[src/rtl/mipi_rx.sv]
// mipi_rx: single-lane D-PHY receiver. It detects LP HS-entry, hunts the HS sync byte,
// and delivers byte-aligned data with valid/sop/eop strobes.
module mipi_rx #(
  parameter int LP_FILT = 3,
  parameter int SYNC_TIMEOUT = 64
) (
  input  logic       clk,
  input  logic       rst,
  input  logic       d_lp_p,
  input  logic       d_lp_n,
  input  logic [1:0] d_hs_in,
  output logic       term_en,
  output logic       hs_active,
  output logic [7:0] d_out,
  output logic       d_valid,
  output logic       d_sop,
  output logic       d_eop,
  output logic       sync_err
);
  typedef enum logic [2:0] {WAIT_STOP, STOP, HS_RQST, HS_SYNC, HS_DATA} state_t;
  state_t state, nxt;
  logic [1:0] s1, s2, cand, lp;
  logic [3:0] cnt, run;
  logic [9:0] sr, sr_nxt;
  logic [7:0] tcnt;
  logic [1:0] pc;
  logic off, first, hit, err, eop, emit, m0, m1, hs;
  assign term_en = hs;
  assign hs_active = hs;
  always_comb begin
    run = s2 == cand ? cnt + 4'd1 : 4'd1;
    sr_nxt = {d_hs_in[1], d_hs_in[0], sr[9:2]};
    m0 = sr_nxt[9:2] == 8'hB8;
    m1 = sr_nxt[8:1] == 8'hB8;
    hs = state == HS_SYNC || state == HS_DATA;
    emit = state == HS_DATA && pc == 2'd3;
    nxt = state;
    hit = 1'b0;
    err = 1'b0;
    eop = 1'b0;
    case (state)
      WAIT_STOP: nxt = lp == 2'b11 ? STOP : WAIT_STOP;
      STOP:      nxt = lp == 2'b01 ? HS_RQST : lp == 2'b11 ? STOP : WAIT_STOP;
      HS_RQST:   nxt = lp == 2'b00 ? HS_SYNC : lp == 2'b11 ? STOP : lp == 2'b10 ? WAIT_STOP : HS_RQST;
      HS_SYNC:
        if (lp == 2'b11) begin
          err = 1'b1;
          nxt = STOP;
        end else if (tcnt >= 8'd3 && (m0 || m1)) begin
          hit = 1'b1;
          nxt = HS_DATA;
        end else if (tcnt == 8'(SYNC_TIMEOUT - 1)) begin
          err = 1'b1;
          nxt = WAIT_STOP;
        end
      HS_DATA:
        if (lp == 2'b11) begin
          eop = 1'b1;
          nxt = STOP;
        end
      default: nxt = WAIT_STOP;
    endcase
  end
  always_ff @(posedge clk)
    if (rst) begin
      s1 <= '0;
      s2 <= '0;
      cand <= '0;
      cnt <= '0;
      lp <= '0;
      state <= WAIT_STOP;
      sr <= '0;
      tcnt <= '0;
      pc <= '0;
      off <= 1'b0;
      first <= 1'b0;
      d_out <= '0;
      d_valid <= 1'b0;
      d_sop <= 1'b0;
      d_eop <= 1'b0;
      sync_err <= 1'b0;
    end else begin
      s1 <= {d_lp_p, d_lp_n};
      s2 <= s1;
      cand <= s2;
      cnt <= s2 == lp ? 4'd0 : run;
      if (s2 != lp && run == 4'(LP_FILT)) lp <= s2;
      state <= nxt;
      sr <= hs ? sr_nxt : '0;
      tcnt <= state == HS_SYNC ? tcnt + 8'd1 : 8'd0;
      pc <= hit ? 2'd0 : state == HS_DATA ? pc + 2'd1 : pc;
      if (hit) off <= !m0;
      first <= hit | (first & !emit);
      d_valid <= emit;
      d_sop <= emit & first;
      d_eop <= eop;
      sync_err <= err;
      if (emit) d_out <= off ? sr_nxt[8:1] : sr_nxt[9:2];
    end
endmodule
[config.mk]
export PLATFORM = sky130hd
export DESIGN_NAME = mipi_rx
export DESIGN_NICKNAME = d
export VERILOG_FILES = /design/src/rtl/mipi_rx.sv
export SDC_FILE = /design/constraint.sdc
export NUM_CORES = 1
export LEC_CHECK = 0
export ABC_AREA = 1
export CORE_UTILIZATION = 56
export CTS_BUF_LIST = sky130_fd_sc_hd__clkbuf_16
export CTS_CLUSTER_SIZE = 8
export DETAILED_ROUTE_END_ITERATION = 16
export HOLD_SLACK_MARGIN = 0.12
export PLACE_DENSITY = 0.76
export SETUP_SLACK_MARGIN = 0.05
export SLEW_MARGIN = 40
export SYNTH_ARGS = -nofsm -noshare
export SYNTH_HDL_FRONTEND = slang
export SYNTH_SLANG_ARGS = --single-unit
[constraint.sdc]
create_clock -name clk -period 1.6 [get_ports clk]
set_input_delay 0.32 -clock clk [delete_from_list [all_inputs] [get_ports clk]]
set_output_delay 0.32 -clock clk [all_outputs]
set_load 0.05 [all_outputs]
==> results of run 1 <==
[per-layer routing]
layer | global-route usage | up-vias
met2 | 0.363 | 24
met4 | 0.0698 | 0
li1 | - | 926
met1 | 0.263 | 764
met5 | 0 | -
met3 | 0.0662 | 6
[worst min-delay path by stage]
stage,slack [ns],cells past startpoint,to
3_3_place_gp,0.39,2,s2[1]$_SDFF_PP0_
5_1_grt,0.42,2,s2[0]$_SDFF_PP0_
2_1_floorplan,0.39,2,s2[0]$_SDFF_PP0_
6_report,0.40,2,s2[1]$_SDFF_PP0_
3_5_place_dp,0.40,2,s2[1]$_SDFF_PP0_
4_1_cts,0.41,2,s2[1]$_SDFF_PP0_
[metrics by stage]
step | total power, uW | utilization | hold WS (ns) | std cells | setup slack [ns]
after floorplan | 1250 | - | 0.388 | 284 | 0.0687
after global placement | 1280 | 0.665 | 0.394 | 348 | 0.0138
after detailed placement | 1280 | 0.665 | 0.396 | 348 | -0.00135
after CTS | 2390 | 0.715 | 0.407 | 356 | 0.0673
after global routing | 2450 | 0.716 | 0.419 | 356 | 0.0601
final | 2370 | 0.716 | 0.403 | 356 | 0.134
[registers in the layout (all words and copies together) (netlist names), 2 cells and up]
| signal | flops |
|---|---|
| lp | 2 |
| sr | 7 |
| d_out | 8 |
| tcnt | 8 |
| state | 3 |
| s2 | 2 |
| pc | 2 |
| cand | 2 |
| s1 | 2 |
| cnt | 4 |
[cells in the final DEF, fill, tap and decap left out, types with 5 or more instances in the layout]
| cell | count |
|---|---|
| clkdlybuf4s50_1 | 5 |
| dfxtp_1 | 45 |
| nand3_1 | 9 |
| clkbuf_16 | 5 |
| nand2_1 | 65 |
| a21oi_1 | 29 |
| ha_1 | 6 |
| nor2_1 | 45 |
| inv_1 | 42 |
| nand2_2 | 7 |
| buf_4 | 16 |
[cell type report]
class / instances / area share
clock inverters: 3 / 0.0153
repair buffers: 23 / 0.0859
inverters: 45 / 0.0700
clock buffers: 5 / 0.0511
multi-input cells: 188 / 0.377
well taps: 46 / 0.0235
flip-flops and latches: 46 / 0.377
[kinds of logic after synthesis]
kind of cell	synth area share
AND/OR/NAND/NOR	0.318
buffers and inverters	0.102
flip-flops	0.452
AO/OA/AOI/OAI	0.0877
adder cells (fa/ha/maj)	0.0368
XOR/XNOR	0.00430
[what timing repair did]
action,CTS,global route
endpoints found under the setup margin,2,2
pin swaps,0,0
resized for setup,2,2
buffers inserted,0,0
[worst max-delay path: cells and delay by family, from the launching register on]
family	cells	cell delay, ns
buffers and inverters	1	0.14
DFF	1	0.34
and+or+nand+nor	3	0.38
[power by group through the flow]
stage	clock, uW	combinational, uW	sequential, uW
floorplan	0	59.5	1190
global placement	0	88.1	1190
detailed placement	0	88.8	1190
CTS	1130	89.1	1160
global route	1190	101	1160
finish	1120	87.9	1160
==> tab_implementation.tex, run 1 <==
\begin{tabular}{lr}
\hline
Metric & Value \\
\hline
\multicolumn{2}{l}{\textbf{Run status}} \\
Outcome & completed \\
\multicolumn{2}{l}{\textbf{Global routing}} \\
GRT Resource Usage Total & 0.216 \\
Maximum number of pins on one net before global-route repair & 20 \\
Via count of the first global-routing pass & 1,642 \\
First-pass GRT wire length & about 6.7 mm \\
Initial antenna violation count & 0 \\
Sum of overflow across all layers after global routing & 0 \\
\multicolumn{2}{l}{\textbf{Floorplanning}} \\
Y dimension of the die & between 60 and 70 um \\
\# IOs & 20 \\
Site row count & 21 \\
Die boundary width & between 60 and 70 um \\
Core region area & about 3400 um2 \\
Starting density of the core & 0.597 \\
Die area & 3890 um2 \\
\multicolumn{2}{l}{\textbf{Setup path}} \\
Startpoint of the most critical register-to-register path & tcnt[0]\$\_SDFF\_PP0\_ \\
Setup slack, reg-to-reg & between 0.2 and 0.25 ns \\
List of cells traversed by the critical path & nor2\_2 > nand2\_2 > nand2\_4 > buf\_12 \\
Capturing element of the worst setup path & term\_en \\
Arrival time at the worst endpoint & roughly 1.2 ns \\
Crit path capture type & output port \\
Origin of the worst setup path & state[0]\$\_SDFFE\_PP0P\_ \\
Number of cell instances on the worst register-to-register path & 8 \\
Terminus of the critical flop-to-flop path & state[0]\$\_SDFFE\_PP0P\_ \\
Maximum single-stage delay on the critical path & around 0.34 ns \\
Cell at the slowest stage of the critical path & dfxtp\_2 \\
Data required time at the worst endpoint & around 1.3 ns \\
Crit Path Max Fanout & 6 \\
Type of origin of the critical path & flip-flop \\
Worst Path Class, Setup & flip-flop to output port \\
\multicolumn{2}{l}{\textbf{Yosys}} \\
Count of mapped cells out of synthesis & 284 \\
Largest area contributor in the netlist & dfxtp\_1 \\
Number of enable-type register cells in the synthesized netlist & 0 \\
Share of synthesized flip-flops with an asynchronous set or reset & 0 \\
Top cell types by occurrence after synthesis & nand2\_1 (66), dfxtp\_1 (46), nor2\_1 (45), inv\_1 (40), a21oi\_1 (29) \\
Post-Synthesis Cell Area & a little over 2000 um2 \\
Nets in the synthesized netlist & 296 \\
Yosys warning total & 0 \\
Count of state elements after synthesis & 46 \\
Cell types with the largest area share after synthesis & dfxtp\_1 (45\%), nand2\_1 (12\%), nor2\_1 (8.3\%) \\
Share of the synthesized area in the top cell type & 0.452 \\
Average size of a mapped cell & 7.18 um2 \\
Most used flip-flop cell after synthesis & dfxtp\_1 \\
Count of distinct cell types in the synthesized netlist & 30 \\
Sequential element share of the synthesized area & 0.452 \\
Most used standard cell by instance count after synthesis & nand2\_1 \\
\multicolumn{2}{l}{\textbf{Timing}} \\
Max Fclk & 682 MHz \\
Final total negative setup slack & 0 ns \\
Actual transition at the worst max-transition pin & 0.248 ns \\
Final Setup Violations & 0 \\
Worst setup skew after layout & between 0.004 and 0.005 ns \\
Final Max Slew Viols & 0 \\
Clock period minus worst slack & about 1.5 ns \\
Slew headroom & 0.833 \\
Final hold viol count & 0 \\
Unrepaired setup endpoints after global routing & false \\
Final period utilization & 0.916 \\
\multicolumn{2}{l}{\textbf{Layout}} \\
ANT cells & 0 \\
Total non-filler cell area in the finished layout & around 2400 um2 \\
Final Net Count & 321 \\
Fill cell total of the finished layout & 302 \\
Layout cell share with drive strength beyond 1 & 0.155 \\
Area used by multi-input combinational logic & 923 um2 \\
Register cell area after layout & approximately 920 um2 \\
Syn-to-layout area delta & 20.0\% \\
\multicolumn{2}{l}{\textbf{Place}} \\
I/O Buffers & 19 \\
Placed cell areas & between 2000 and 2500 um2 \\
DP HPWL & between 2 and 3 mm \\
Final RePlAce weighted congestion & 0.793 \\
\multicolumn{2}{l}{\textbf{Detailed routing}} \\
Total met2 wirelength after detailed routing & 1.62 mm \\
Detailed-route wire length & 3.52 mm \\
Top routing layer in use & met4 \\
ANT nets after route & 0 \\
Via/cell ratio & a little under 5 \\
Initial drt markers & 67 \\
Number of design rule violations left after detail routing & 0 \\
Via count of the routed design & $\sim$1,700 \\
Total met3 wirelength after detailed routing & 135 um \\
Routed length per placed instance & approximately 9.9 um \\
1st-pass router iterations & 4 \\
Met1 Routed Length & about 1.7 mm \\
\multicolumn{2}{l}{\textbf{Pwr}} \\
Part of the power in registers & 0.491 \\
Logic gate share of total power & 0.037 \\
Switching part of the total & 0.190 \\
Clock share of power & 0.471 \\
Power per cell area & 967 nW/um2 \\
Leakage & 0.00104 uW \\
Internal power consumption & 1920 uW \\
Max VDD drop & roughly 0.00064 V \\
Total net switching power & between 400 and 500 uW \\
\multicolumn{2}{l}{\textbf{Hold path}} \\
Launch point of the worst hold path & s1[1]\$\_SDFF\_PP0\_ \\
Hold/Removal Path Class & flip-flop to flip-flop \\
\multicolumn{2}{l}{\textbf{CTS}} \\
Number of sinks handled by clock tree synthesis & 46 \\
Clock-pin slew on the worst setup and hold paths & around 0.060 ns \\
Clock tree from TritonCTS & done \\
Clk\_lat worst skew & between 0.2 and 0.3 ns \\
Count of hold buffers inserted by post-cts repair & 0 \\
Clock Tree Root & clkbuf\_16 \\
Level count of the clock H-tree & 2 \\
Max Root-Sink Buffers & 2 \\
Cts bufs inserted & 5 \\
\multicolumn{2}{l}{\textbf{Flow run}} \\
Number of max-cap violations & 0 \\
\hline
\end{tabular}
Note: power is estimated with default switching activity, not from simulation.
==> inputs of run 2 (changes only) <==
--- a/config.mk
+++ b/config.mk
@@ -6,13 +6,15 @@
 export NUM_CORES = 1
 export LEC_CHECK = 0
 export ABC_AREA = 1
-export CORE_UTILIZATION = 56
+export CORE_ASPECT_RATIO = 0.8
+export CORE_UTILIZATION = 60
 export CTS_BUF_LIST = sky130_fd_sc_hd__clkbuf_16
 export CTS_CLUSTER_SIZE = 8
 export DETAILED_ROUTE_END_ITERATION = 16
 export HOLD_SLACK_MARGIN = 0.12
-export PLACE_DENSITY = 0.76
+export PLACE_DENSITY = 0.81
 export SETUP_SLACK_MARGIN = 0.05
+export SKIP_CTS_REPAIR_TIMING = 1
 export SLEW_MARGIN = 40
 export SYNTH_ARGS = -nofsm -noshare
 export SYNTH_HDL_FRONTEND = slang
==> constraint.sdc (replaced) <==
create_clock -name clk -period 1.7 [get_ports clk]
set_input_delay 0.34 -clock clk [delete_from_list [all_inputs] [get_ports clk]]
set_output_delay 0.34 -clock clk [all_outputs]
set_load 0.05 [all_outputs]
==> tab_implementation.tex, run 2 (same netlist as run 1, synthesis figures left out) <==
\begin{tabular}{lr}
\hline
Metric & Value \\
\hline
\multicolumn{2}{l}{\textbf{Setup path}} \\
Terminus of the critical flop-to-flop path & state[0]\$\_SDFFE\_PP0P\_ (unchanged) \\
Arrival time at the worst endpoint & 1.21 ns (was 1.15 ns) \\
Crit path capture type & output port (unchanged) \\
Cell at the slowest stage of the critical path & dfxtp\_1 (was dfxtp\_2) \\
Type of origin of the critical path & flip-flop (unchanged) \\
Worst Path Buf+Inv & 2 (was 1) \\
Startpoint of the most critical register-to-register path & tcnt[0]\$\_SDFF\_PP0\_ (unchanged) \\
Worst Path Class, Setup & flip-flop to output port (unchanged) \\
Critical path depth & 4 (unchanged) \\
Number of cell instances on the worst register-to-register path & 8 (unchanged) \\
List of cells traversed by the critical path & inv\_1 > nand3\_1 > nand2\_2 > buf\_12 (was nor2\_2 > nand2\_2 > nand2\_4 > buf\_12) \\
Data required time at the worst endpoint & 1.36 ns (was 1.28 ns) \\
Crit Path Max Fanout & 4 (was 6) \\
Setup slack, reg-to-reg & 0.25 ns (was 0.24 ns) \\
Maximum single-stage delay on the critical path & 0.33 ns (was 0.34 ns) \\
Largest delay contributor family on the critical path & simple AND/OR/NAND/NOR gates (unchanged) \\
\multicolumn{2}{l}{\textbf{Timing}} \\
Final period utilization & 0.914 \\
Worst setup skew after layout & 0.00389 ns (was 0.00401 ns) \\
Unrepaired setup endpoints after global routing & false (unchanged) \\
Slew headroom & 0.797 (was 0.833) \\
Final Setup Violations & 0 (unchanged) \\
Actual transition at the worst max-transition pin & 0.305 ns (was 0.248 ns) \\
Clock period minus worst slack & 1.55 ns \\
Max Fclk & 643 MHz \\
Final hold viol count & 0 (unchanged) \\
Final total negative setup slack & 0 ns (unchanged) \\
Final Max Slew Viols & 0 (unchanged) \\
\multicolumn{2}{l}{\textbf{Layout}} \\
Final Net Count & 319 (was 321) \\
Register cell area after layout & 921 um2 (was 922 um2) \\
Syn-to-layout area delta & 17.7\% (was 20.0\%) \\
Fill cell total of the finished layout & 258 (was 302) \\
Most common cell after layout, fill and taps aside & nand2\_1 (unchanged) \\
Largest registers in the final layout & d\_out (8), tcnt (8), sr (7) (unchanged) \\
Layout cell share with drive strength beyond 1 & 0.149 (was 0.155) \\
Number of non-filler instances in the completed layout & 348 (was 356) \\
Area used by multi-input combinational logic & 913 um2 (was 923 um2) \\
ANT cells & 0 (unchanged) \\
Leading cell types in the layout, fill and taps excluded & nand2\_1 (65), dfxtp\_1 (46), nor2\_1 (45), inv\_1 (40), a21oi\_1 (29) (was nand2\_1 (65), nor2\_1 (45), dfxtp\_1 (45), inv\_1 (42), a21oi\_1 (29)) \\
\multicolumn{2}{l}{\textbf{Global routing}} \\
First-pass GRT wire length & 6.48 mm (was 6.66 mm) \\
Maximum number of pins on one net before global-route repair & 20 (unchanged) \\
GRT Resource Usage Total & 0.240 (was 0.216) \\
Sum of overflow across all layers after global routing & 0 (unchanged) \\
Via count of the first global-routing pass & 1,532 (was 1,642) \\
Initial antenna violation count & 0 (unchanged) \\
\multicolumn{2}{l}{\textbf{Hold path}} \\
Endpoint of the worst hold path & s2[1]\$\_SDFF\_PP0\_ (unchanged) \\
Hold/Removal Path Class & flip-flop to flip-flop (unchanged) \\
Cell depth of the worst hold path & 2 (unchanged) \\
Launch point of the worst hold path & s1[1]\$\_SDFF\_PP0\_ (unchanged) \\
\multicolumn{2}{l}{\textbf{CTS}} \\
Number of sinks handled by clock tree synthesis & 46 (unchanged) \\
Level count of the clock H-tree & 2 (unchanged) \\
Max Root-Sink Buffers & 2 (unchanged) \\
Clock Tree Root & clkbuf\_16 (unchanged) \\
Cts bufs inserted & 5 (unchanged) \\
Clock tree from TritonCTS & done (unchanged) \\
Clk\_lat worst skew & 0.28 ns (about the same) \\
Clock-pin slew on the worst setup and hold paths & 0.07 ns (was 0.06 ns) \\
\multicolumn{2}{l}{\textbf{Detailed routing}} \\
Number of design rule violations left after detail routing & 0 (unchanged) \\
Routed length per placed instance & 11.0 um (was 9.90 um) \\
Via count of the routed design & 1,747 (was 1,720) \\
Detailed-route wire length & 3.82 mm (was 3.52 mm) \\
1st-pass router iterations & 4 (unchanged) \\
Via/cell ratio & 5.02 (was 4.83) \\
Initial drt markers & 56 (was 67) \\
ANT nets after route & 0 (unchanged) \\
\multicolumn{2}{l}{\textbf{Floorplanning}} \\
Y dimension of the die & 54.1 um (was 62.4 um) \\
Die boundary width & 67.2 um (was 62.4 um) \\
Site row count & 18 (was 21) \\
Starting density of the core & 0.647 (was 0.597) \\
Core region area & 3150 um2 (was 3420 um2) \\
\# IOs & 20 (unchanged) \\
Die area & 3640 um2 (was 3890 um2) \\
\multicolumn{2}{l}{\textbf{Place}} \\
DP HPWL & 2.76 mm (was 2.60 mm) \\
Final RePlAce weighted congestion & 0.865 (was 0.793) \\
Cell Count Post-Placement & 340 (was 348) \\
I/O Buffers & 19 (unchanged) \\
\multicolumn{2}{l}{\textbf{Pwr}} \\
Max VDD drop & 0.000840 V (was 0.000637 V) \\
Power per cell area & 893 nW/um2 (was 967 nW/um2) \\
Leakage & 0.00101 uW (was 0.00104 uW) \\
\multicolumn{2}{l}{\textbf{Flow run}} \\
Number of max-cap violations & 0 (unchanged) \\
\multicolumn{2}{l}{\textbf{Run status}} \\
Outcome & completed (unchanged) \\
\hline
\end{tabular}
[run 2: changes by cell type in the layout (fill, tap and decap cells not counted), sizes merged]
| cell | previous run | this run |
|---|---|---|
| clkinvlp | 0 | 1 |
| bufinv | 1 | 0 |
| inv | 45 | 44 |
| clkinv | 2 | 3 |
| buf | 18 | 16 |
[run 2: how the worst max path moves through the flow]
stage / from / to / slack, ns
2_1_floorplan: state[0]$_SDFFE_PP0P_ / term_en / 0.15
3_3_place_gp: d_hs_in[0] / off$_SDFFE_PP0P_ / 0.09
3_5_place_dp: d_hs_in[1] / off$_SDFFE_PP0P_ / 0.03
4_1_cts: state[2]$_SDFFE_PP0P_ / hs_active / 0.08
5_1_grt: state[2]$_SDFFE_PP0P_ / term_en / 0.08
6_report: state[2]$_SDFFE_PP0P_ / hs_active / 0.15
[run 2: layout make-up]
cell class,instances,share of cell area
clock buffers,5,0.0521
clock inverters,3,0.0104
inverters,45,0.0714
multi-input cells,188,0.380
flip-flops and latches,46,0.384
well taps,40,0.0208
repair buffers,21,0.0813
[run 2: worst register-to-register path, cell delays in order, from the launching register on]
cell     delay, ns
dfxtp_1       0.36
ha_1          0.24
nand3_1       0.15
nor2_1        0.22
a21oi_1       0.10
nand2_1       0.08
nand2_1       0.05
nand2_1       0.08
a21oi_1       0.07
[run 2: report_power, final]
group,switching [uW],leakage [uW],internal (uW)
sequential,7.63,0.000372,1090
clock,415,0.0000704,552
combinational,49.3,0.000568,33.6
[run 2: stage by stage]
stage / total power (uW) / worst slack (ns) / instance area (um2) / hold WS (ns) / util
floorplan: 1170 / 0.149 / 2040 / 0.388 / -
global placement: 1200 / 0.0873 / 2250 / 0.390 / 0.713
detailed placement: 1200 / 0.0263 / 2250 / 0.396 / 0.713
CTS: 2160 / 0.0815 / 2400 / 0.405 / 0.761
global route: 2220 / 0.0786 / 2400 / 0.446 / 0.762
finish: 2140 / 0.146 / 2400 / 0.404 / 0.762
[run 2: per-layer routing]
metal | wire length [um] | track usage
met1 | 1900 | 0.310
met2 | 1740 | 0.397
met5 | 0 | 0
met4 | 33 | 0.0709
met3 | 145 | 0.0593
